===== src/rtl/traffic_pkg.sv =====
// Shared state encoding and default timing constants for the multi-approach
// traffic phase controller and its prescaler.
package traffic_pkg;

  typedef enum logic [1:0] {
    S_ALL_RED = 2'd0,
    S_GREEN   = 2'd1,
    S_YELLOW  = 2'd2,
    S_FLASH   = 2'd3
  } state_e;

  localparam int DEF_CL_PERIOD_TIME = 100;
  localparam int DEF_NUM_DIR        = 2;
  localparam int DEF_GREEN_TIME     = 15;
  localparam int DEF_YELLOW_TIME    = 3;
  localparam int DEF_ALL_RED_TIME   = 2;
  localparam int DEF_PED_EXTRA_TIME = 5;

endpackage


===== src/rtl/tl_sec_tick.sv =====
// One-second prescaler: sec_tick pulses for one cycle every CL_PERIOD_TIME
// enabled cycles; the count restarts from zero whenever en is low.
module tl_sec_tick
  import traffic_pkg::*;
#(
  parameter int CL_PERIOD_TIME = DEF_CL_PERIOD_TIME
) (
  input  logic clk,
  input  logic rstb,
  input  logic en,
  output logic sec_tick
);

  localparam int            PW   = (CL_PERIOD_TIME > 1) ? $clog2(CL_PERIOD_TIME) : 1;
  localparam logic [PW-1:0] LAST = PW'(CL_PERIOD_TIME - 1);

  logic [PW-1:0] pre_q, pre_d;

  always_comb begin
    pre_d = pre_q;
    if (!en || pre_q == LAST) pre_d = '0;
    else                      pre_d = pre_q + PW'(1);
  end

  always_ff @(posedge clk or posedge rstb) begin
    if (rstb) pre_q <= '0;
    else      pre_q <= pre_d;
  end

  assign sec_tick = en && (pre_q == LAST);

endmodule


===== src/rtl/traffic_phase_ctrl.sv =====
// Multi-approach traffic controller: round-robin green with all-red clearance,
// latched pedestrian extension and night flashing yellow.
// Define TL_PED_SHORTEN_EN to let pending cross-street requests cut a green to YELLOW_TIME.
module traffic_phase_ctrl
  import traffic_pkg::*;
#(
  parameter int CL_PERIOD_TIME = DEF_CL_PERIOD_TIME,
  parameter int NUM_DIR        = DEF_NUM_DIR,
  parameter int GREEN_TIME     = DEF_GREEN_TIME,
  parameter int YELLOW_TIME    = DEF_YELLOW_TIME,
  parameter int ALL_RED_TIME   = DEF_ALL_RED_TIME,
  parameter int PED_EXTRA_TIME = DEF_PED_EXTRA_TIME,
  parameter int DIR_W          = $clog2(NUM_DIR),
  parameter int CNT_W          = $clog2(GREEN_TIME + PED_EXTRA_TIME + 1)
) (
  input  logic               clk,
  input  logic               rstb,
  input  logic               en,
  input  logic               night_mode,
  input  logic [NUM_DIR-1:0] ped_req,
  output logic [NUM_DIR-1:0] green,
  output logic [NUM_DIR-1:0] yellow,
  output logic [NUM_DIR-1:0] red,
  output logic [DIR_W-1:0]   active_dir,
  output logic [CNT_W-1:0]   cnt_out,
  output logic               phase_done
);

  localparam logic [CNT_W-1:0] T_GREEN     = CNT_W'(GREEN_TIME);
  localparam logic [CNT_W-1:0] T_GREEN_PED = CNT_W'(GREEN_TIME + PED_EXTRA_TIME);
  localparam logic [CNT_W-1:0] T_YELLOW    = CNT_W'(YELLOW_TIME);
  localparam logic [CNT_W-1:0] T_ALL_RED   = CNT_W'(ALL_RED_TIME);
  localparam logic [DIR_W-1:0] LAST_DIR    = DIR_W'(NUM_DIR - 1);

  state_e             state_q, state_d;
  logic [DIR_W-1:0]   dir_q, dir_d, dir_nxt;
  logic [CNT_W-1:0]   cnt_q, cnt_d;
  logic [NUM_DIR-1:0] pend_q, pend_d;
  logic               flash_q, flash_d;
  logic               done_q, done_d;
  logic               sec_tick, expire;
`ifdef TL_PED_SHORTEN_EN
  logic               short_q, short_d;
  logic               other_pend;
`endif

  tl_sec_tick #(.CL_PERIOD_TIME(CL_PERIOD_TIME)) u_sec_tick (
    .clk      (clk),
    .rstb     (rstb),
    .en       (en),
    .sec_tick (sec_tick)
  );

  assign dir_nxt = (dir_q == LAST_DIR) ? '0 : dir_q + DIR_W'(1);
  // FLASH holds cnt at 0 and exits on a tick, so it never counts as an expiry.
  assign expire  = sec_tick && (state_q != S_FLASH) && (cnt_q == CNT_W'(1));
`ifdef TL_PED_SHORTEN_EN
  assign other_pend = |(pend_q & ~(NUM_DIR'(1) << dir_q));
`endif

  // NOTE: every signal this block drives is given a default first, so no path leaves it unassigned and no latch is inferred.
  always_comb begin
    state_d = state_q;
    dir_d   = dir_q;
    cnt_d   = cnt_q;
    flash_d = flash_q;
    pend_d  = pend_q | ped_req;
    done_d  = expire;
`ifdef TL_PED_SHORTEN_EN
    short_d = short_q;
`endif
    if (sec_tick) begin
      if (state_q == S_FLASH) begin
        if (!night_mode) begin
          state_d = S_ALL_RED;
          cnt_d   = T_ALL_RED;
        end else begin
          flash_d = ~flash_q;
        end
      end else if (expire) begin
        case (state_q)
          S_ALL_RED: begin
            if (night_mode) begin
              state_d = S_FLASH;
              cnt_d   = '0;
              flash_d = 1'b1;
            end else begin
              state_d         = S_GREEN;
              dir_d           = dir_nxt;
              cnt_d           = pend_q[dir_nxt] ? T_GREEN_PED : T_GREEN;
              // Entry clear overrides a same-cycle request: it is served by this green.
              pend_d[dir_nxt] = 1'b0;
`ifdef TL_PED_SHORTEN_EN
              short_d         = 1'b0;
`endif
            end
          end
          S_GREEN: begin
            state_d = S_YELLOW;
            cnt_d   = T_YELLOW;
          end
          S_YELLOW: begin
            state_d = S_ALL_RED;
            cnt_d   = T_ALL_RED;
          end
          default: ;
        endcase
      end else begin
        cnt_d = cnt_q - CNT_W'(1);
      end
    end
`ifdef TL_PED_SHORTEN_EN
    if (en && state_q == S_GREEN && !short_q && other_pend && cnt_q > T_YELLOW) begin
      cnt_d   = T_YELLOW;
      short_d = 1'b1;
    end
`endif
  end

  // NOTE: state registers use non-blocking assignments so every flop samples the pre-edge values.
  always_ff @(posedge clk or posedge rstb) begin
    if (rstb) begin
      state_q <= S_ALL_RED;
      dir_q   <= LAST_DIR;
      cnt_q   <= T_ALL_RED;
      pend_q  <= '0;
      flash_q <= 1'b0;
      done_q  <= 1'b0;
    end else begin
      state_q <= state_d;
      dir_q   <= dir_d;
      cnt_q   <= cnt_d;
      pend_q  <= pend_d;
      flash_q <= flash_d;
      done_q  <= done_d;
    end
  end

`ifdef TL_PED_SHORTEN_EN
  always_ff @(posedge clk or posedge rstb) begin
    if (rstb) short_q <= 1'b0;
    else      short_q <= short_d;
  end
`endif

  always_comb begin
    green  = '0;
    yellow = '0;
    red    = '1;
    case (state_q)
      S_GREEN: begin
        green[dir_q] = 1'b1;
        red[dir_q]   = 1'b0;
      end
      S_YELLOW: begin
        yellow[dir_q] = 1'b1;
        red[dir_q]    = 1'b0;
      end
      S_FLASH: begin
        red    = '0;
        yellow = {NUM_DIR{flash_q}};
      end
      default: ;
    endcase
  end

  assign active_dir = dir_q;
  assign cnt_out    = cnt_q;
  assign phase_done = done_q;

endmodule


===== config.mk =====
export PLATFORM = sky130hd
export DESIGN_NAME = traffic_phase_ctrl
export DESIGN_NICKNAME = d
export VERILOG_FILES = /design/src/rtl/traffic_pkg.sv /design/src/rtl/tl_sec_tick.sv /design/src/rtl/traffic_phase_ctrl.sv
export SDC_FILE = /design/constraint.sdc
export NUM_CORES = 1
export LEC_CHECK = 0
export BUFFER_PORTS_ARGS = -buffer_cell sky130_fd_sc_hd__buf_4
export CAP_MARGIN = 30
export CELL_PAD_IN_SITES_DETAIL_PLACEMENT = 1
export CELL_PAD_IN_SITES_GLOBAL_PLACEMENT = 2
export CORE_MARGIN = 1
export CORE_UTILIZATION = 33
export CTS_CLUSTER_DIAMETER = 80
export DETAILED_ROUTE_END_ITERATION = 10
export PLACE_DENSITY_LB_ADDON = 0.1
export SLEW_MARGIN = 20
export SYNTH_ARGS = -nofsm -noshare
export SYNTH_HDL_FRONTEND = slang
export SYNTH_HIERARCHICAL = 1
export SYNTH_SLANG_ARGS = --single-unit
export TNS_END_PERCENT = 20

===== constraint.sdc =====
create_clock -name clk -period 3.1 [get_ports clk]
set_clock_uncertainty 0.05 [all_clocks]
set_input_delay 0.62 -clock clk [delete_from_list [all_inputs] [get_ports clk]]
set_output_delay 0.62 -clock clk [all_outputs]
set_load 0.005 [all_outputs]

==> results.sh <==
export IMPL_avgSynthCellArea_um2=8.94
export IMPL_floorplan_die_area_um2=3870
export IMPL_drt_iter0_markers=36
export IMPL_first_pass_iters=4
export IMPL_max_slew_worst_pin_slew_ps=507
export IMPL_die_x_um=62.2
export IMPL_wl_per_cell_um=14.5
export IMPL_clkTransAtPathRegs_ps=110
export IMPL_finalSetupViolCount=0
export IMPL_hpwlAfterDp_um=2280
export IMPL_cts_post_setup_buffers_inserted=0
export IMPL_r2r_cells=7
export IMPL_powerDensity_nw_per_um2=301
export IMPL_syn_area_um2=1200
export IMPL_intPower_w=0.000317
export IMPL_p_comb_frac=0.079
export IMPL_switching_share=0.257
export IMPL_area_delta_synth_final_pct=18.4
export IMPL_crit_family="simple AND/OR/NAND/NOR gates"
export IMPL_n_fill_cell=421
export IMPL_final_util=0.415
export IMPL_slew_violations=0
export IMPL_yosys_warnings=6
export IMPL_grt_max_degree=14
export IMPL_antenna_cells=0
export IMPL_crit_cells=7
export IMPL_antenna_found_initial=0
export IMPL_power_switching_w=0.000110
export IMPL_p_leak_nw=0.625
export IMPL_grt_pass1_wl_um=5250
export IMPL_synth_seq_area_share=0.399
export IMPL_cts_resized=0
export IMPL_tns_ps=0
export IMPL_synth_area_leaders="dfrtp_1 (36%), ha_1 (7.3%), nor2_1 (4.7%), dfstp_2 (4.4%), inv_1 (3.8%)"
export IMPL_async_flop_share=1.00
export IMPL_drive_above_1_share=0.232
export IMPL_routed_wl_um=2910
export IMPL_io_buffers=18
export IMPL_critPathBufInv=1
export IMPL_cp_start_kind="flop"
export IMPL_top_usage_layer="met2"
export IMPL_route_vias_total=1056
export IMPL_crit_slowest_cell="or4b_4"
export IMPL_syn_num_nets=147
export IMPL_htreeDepth=1
export IMPL_netlist_cell_type_count=45
export IMPL_fin_nets=169
export IMPL_outcome="completed"
export IMPL_synth_edf_count=0
export IMPL_start_util=0.351
export IMPL_final_cells=201
export IMPL_io_pins=19
export IMPL_cp_arrival_ps=2670
export IMPL_cpPeakStageDelay_ps=570
export IMPL_cp_required_ps=3290
export IMPL_rsz0062_at_grt="no"
export IMPL_crit_path_max_fanout=9
export IMPL_rows=21
export IMPL_cts_tree="built"
export IMPL_hp_class="in2async"
export IMPL_gp_congestion=0.790
export IMPL_core_region_area_um2=3420
export IMPL_use_met1=0.242
export IMPL_cts_buffer_depth=2
export IMPL_synth_cells=134
export IMPL_grtUsageMet2=0.255
export IMPL_grt_pass1_vias=1062
export IMPL_finalCriticalPeriod_ps=2480
export IMPL_end_kind="flop"
export IMPL_synth_seq_cells=19
export IMPL_finalCritPeriodShare=0.800
export IMPL_yosysTopAreaCell="dfrtp_1"
export IMPL_ir_drop_uv=140
export IMPL_post_route_drc_count=0
export IMPL_track_usage=0.170
export IMPL_slew_limit_headroom=0.661
export IMPL_max_cap_violations=0
export IMPL_max_clock_freq_mhz=403
export IMPL_viasPerCell=5.25
export IMPL_die_height_um=62.2
export IMPL_postRouteAntennaNets=0
export IMPL_crit_type="reg2reg"
export IMPL_dp_cells=197
export IMPL_clock_tree_root_cell="clkbuf_4"
export IMPL_overflow=0
export IMPL_clockPowerShare=0.309
export IMPL_cp_cell_sequence="or4b_4 -> nor3_1 -> nor4bb_1 -> buf_4 -> nand2_4 -> nor3_4 -> mux2_1"
export IMPL_pwr_share_seq=0.612
export IMPL_gr_usage_met3=0.0294
export IMPL_cts_sinks=19
export IMPL_synth_top_area_frac=0.355
export IMPL_clock_latency_ps=300
export IMPL_synth_top_flop_cell="dfrtp_1"
export IMPL_cts_hold_buf=0
export IMPL_finalHoldViolCount=0
export IMPL_cts_buffers=3
[flip-flops by register name (all words and copies together) (netlist names)]
| name | count |
|---|---|
| flash_q | 1 |
| u_sec_tick/pre_q | 7 |
| cnt_out | 5 |
| pend_q | 2 |
| active_dir | 1 |
| state_q | 2 |
| phase_done | 1 |
[cell type report]
cell class	count	area (µm²)	area share
Timing Repair Buffer	20	150	0.106
Clock inverter	1	5.00	0.00353
Multi-Input combinational cell	99	654	0.462
Inverter	13	50.0	0.0353
Sequential cell	19	478	0.337
Clock buffer	3	22.5	0.0159
Tap cell	46	57.6	0.0406
[cell usage after synthesis (2+ instances only)]
library cell	number
dfrtp_1	17
nor4_1	2
nor3_1	3
and2_1	3
inv_1	12
a21oi_1	8
nand3_1	4
nor2_1	15
nor2b_1	2
o21ai_1	2
o21ai_0	8
clkbuf_1	2
xor2_1	2
o211ai_1	2
ha_1	7
a31oi_1	3
dfstp_2	2
nand2_1	12
or3_1	2
[final timing paths]
path                                               start                            end  slack [ps]
min in group clk           u_sec_tick/pre_q[0]$_DFF_PP0_  u_sec_tick/pre_q[0]$_DFF_PP0_         450
setup reg to reg           u_sec_tick/pre_q[3]$_DFF_PP0_         active_dir$_DFFE_PP1P_         620
hold reg to reg            u_sec_tick/pre_q[0]$_DFF_PP0_  u_sec_tick/pre_q[0]$_DFF_PP0_         450
setup / recovery           u_sec_tick/pre_q[3]$_DFF_PP0_         active_dir$_DFFE_PP1P_         620
hold / removal                                      rstb  u_sec_tick/pre_q[1]$_DFF_PP0_         190
max in group asynchronous                           rstb         active_dir$_DFFE_PP1P_        2350
[worst register-to-register path, cell delays in order (launching register included)]
cell      delay [ps]
dfrtp_1          440
or4b_4           570
nor3_1           230
nor4bb_1         250
buf_4            210
nand2_4          100
nor3_4           240
mux2_1           340
[metrics by stage]
stage / setup WS, ps / hold slack [ps] / instance area [µm²] / total power, W
floorplan: 552 / 373 / 1200 / 0.000283
global placement: 701 / 423 / 1390 / 0.000300
detailed placement: 648 / 432 / 1390 / 0.000300
CTS: 622 / 196 / 1420 / 0.000431
global route: 461 / 199 / 1420 / 0.000448
finish: 620 / 189 / 1420 / 0.000427
[power by group through the flow]
stage                     Combinational (W)  Sequential [W]  Clock [W]
after floorplan                   0.0000190        0.000264          0
after global placement            0.0000344        0.000265          0
after detailed placement          0.0000346        0.000266          0
after CTS                         0.0000347        0.000261   0.000135
after global routing              0.0000395        0.000262   0.000147
final                             0.0000338        0.000261   0.000132
[cells in the final DEF, fill, tap and decap left out, drive strengths merged, types with 2 or more instances in the layout]
cell / n
a31oi: 3
nand3: 4
dfrtp: 17
clkinv: 2
o21ai: 11
nor3: 5
o211ai: 2
and2: 3
clkbuf: 3
a31o: 2
dfstp: 2
buf: 20
nor2b: 2
a21oi: 8
inv: 12
xor2: 2
mux2: 2
ha: 7
nor2: 16
nor4: 2
nand2: 13
or3: 2
[layer usage]
| layer | share of wire | vias up |
|---|---|---|
| met3 | 0.035 | 4 |
| met4 | 0.013 | 0 |
| met5 | 0 | - |
| li1 | - | 519 |
| met2 | 0.46 | 18 |
| met1 | 0.49 | 515 |
[cells by family (layout without fill, tap and decap cells)]
logic type / Yosys count / after routing / share of synthesized area
AND/OR/NAND/NOR: 50 / 50 / 0.223
AO/OA/AOI/OAI: 37 / 37 / 0.210
flip-flops: 19 / 19 / 0.399
buffers and inverters: 16 / 37 / 0.0543
adder cells (fa/ha/maj): 7 / 7 / 0.0731
XOR/XNOR: 3 / 3 / 0.0219
multiplexers: 2 / 2 / 0.0188
Power figures use the tool's default switching activity.
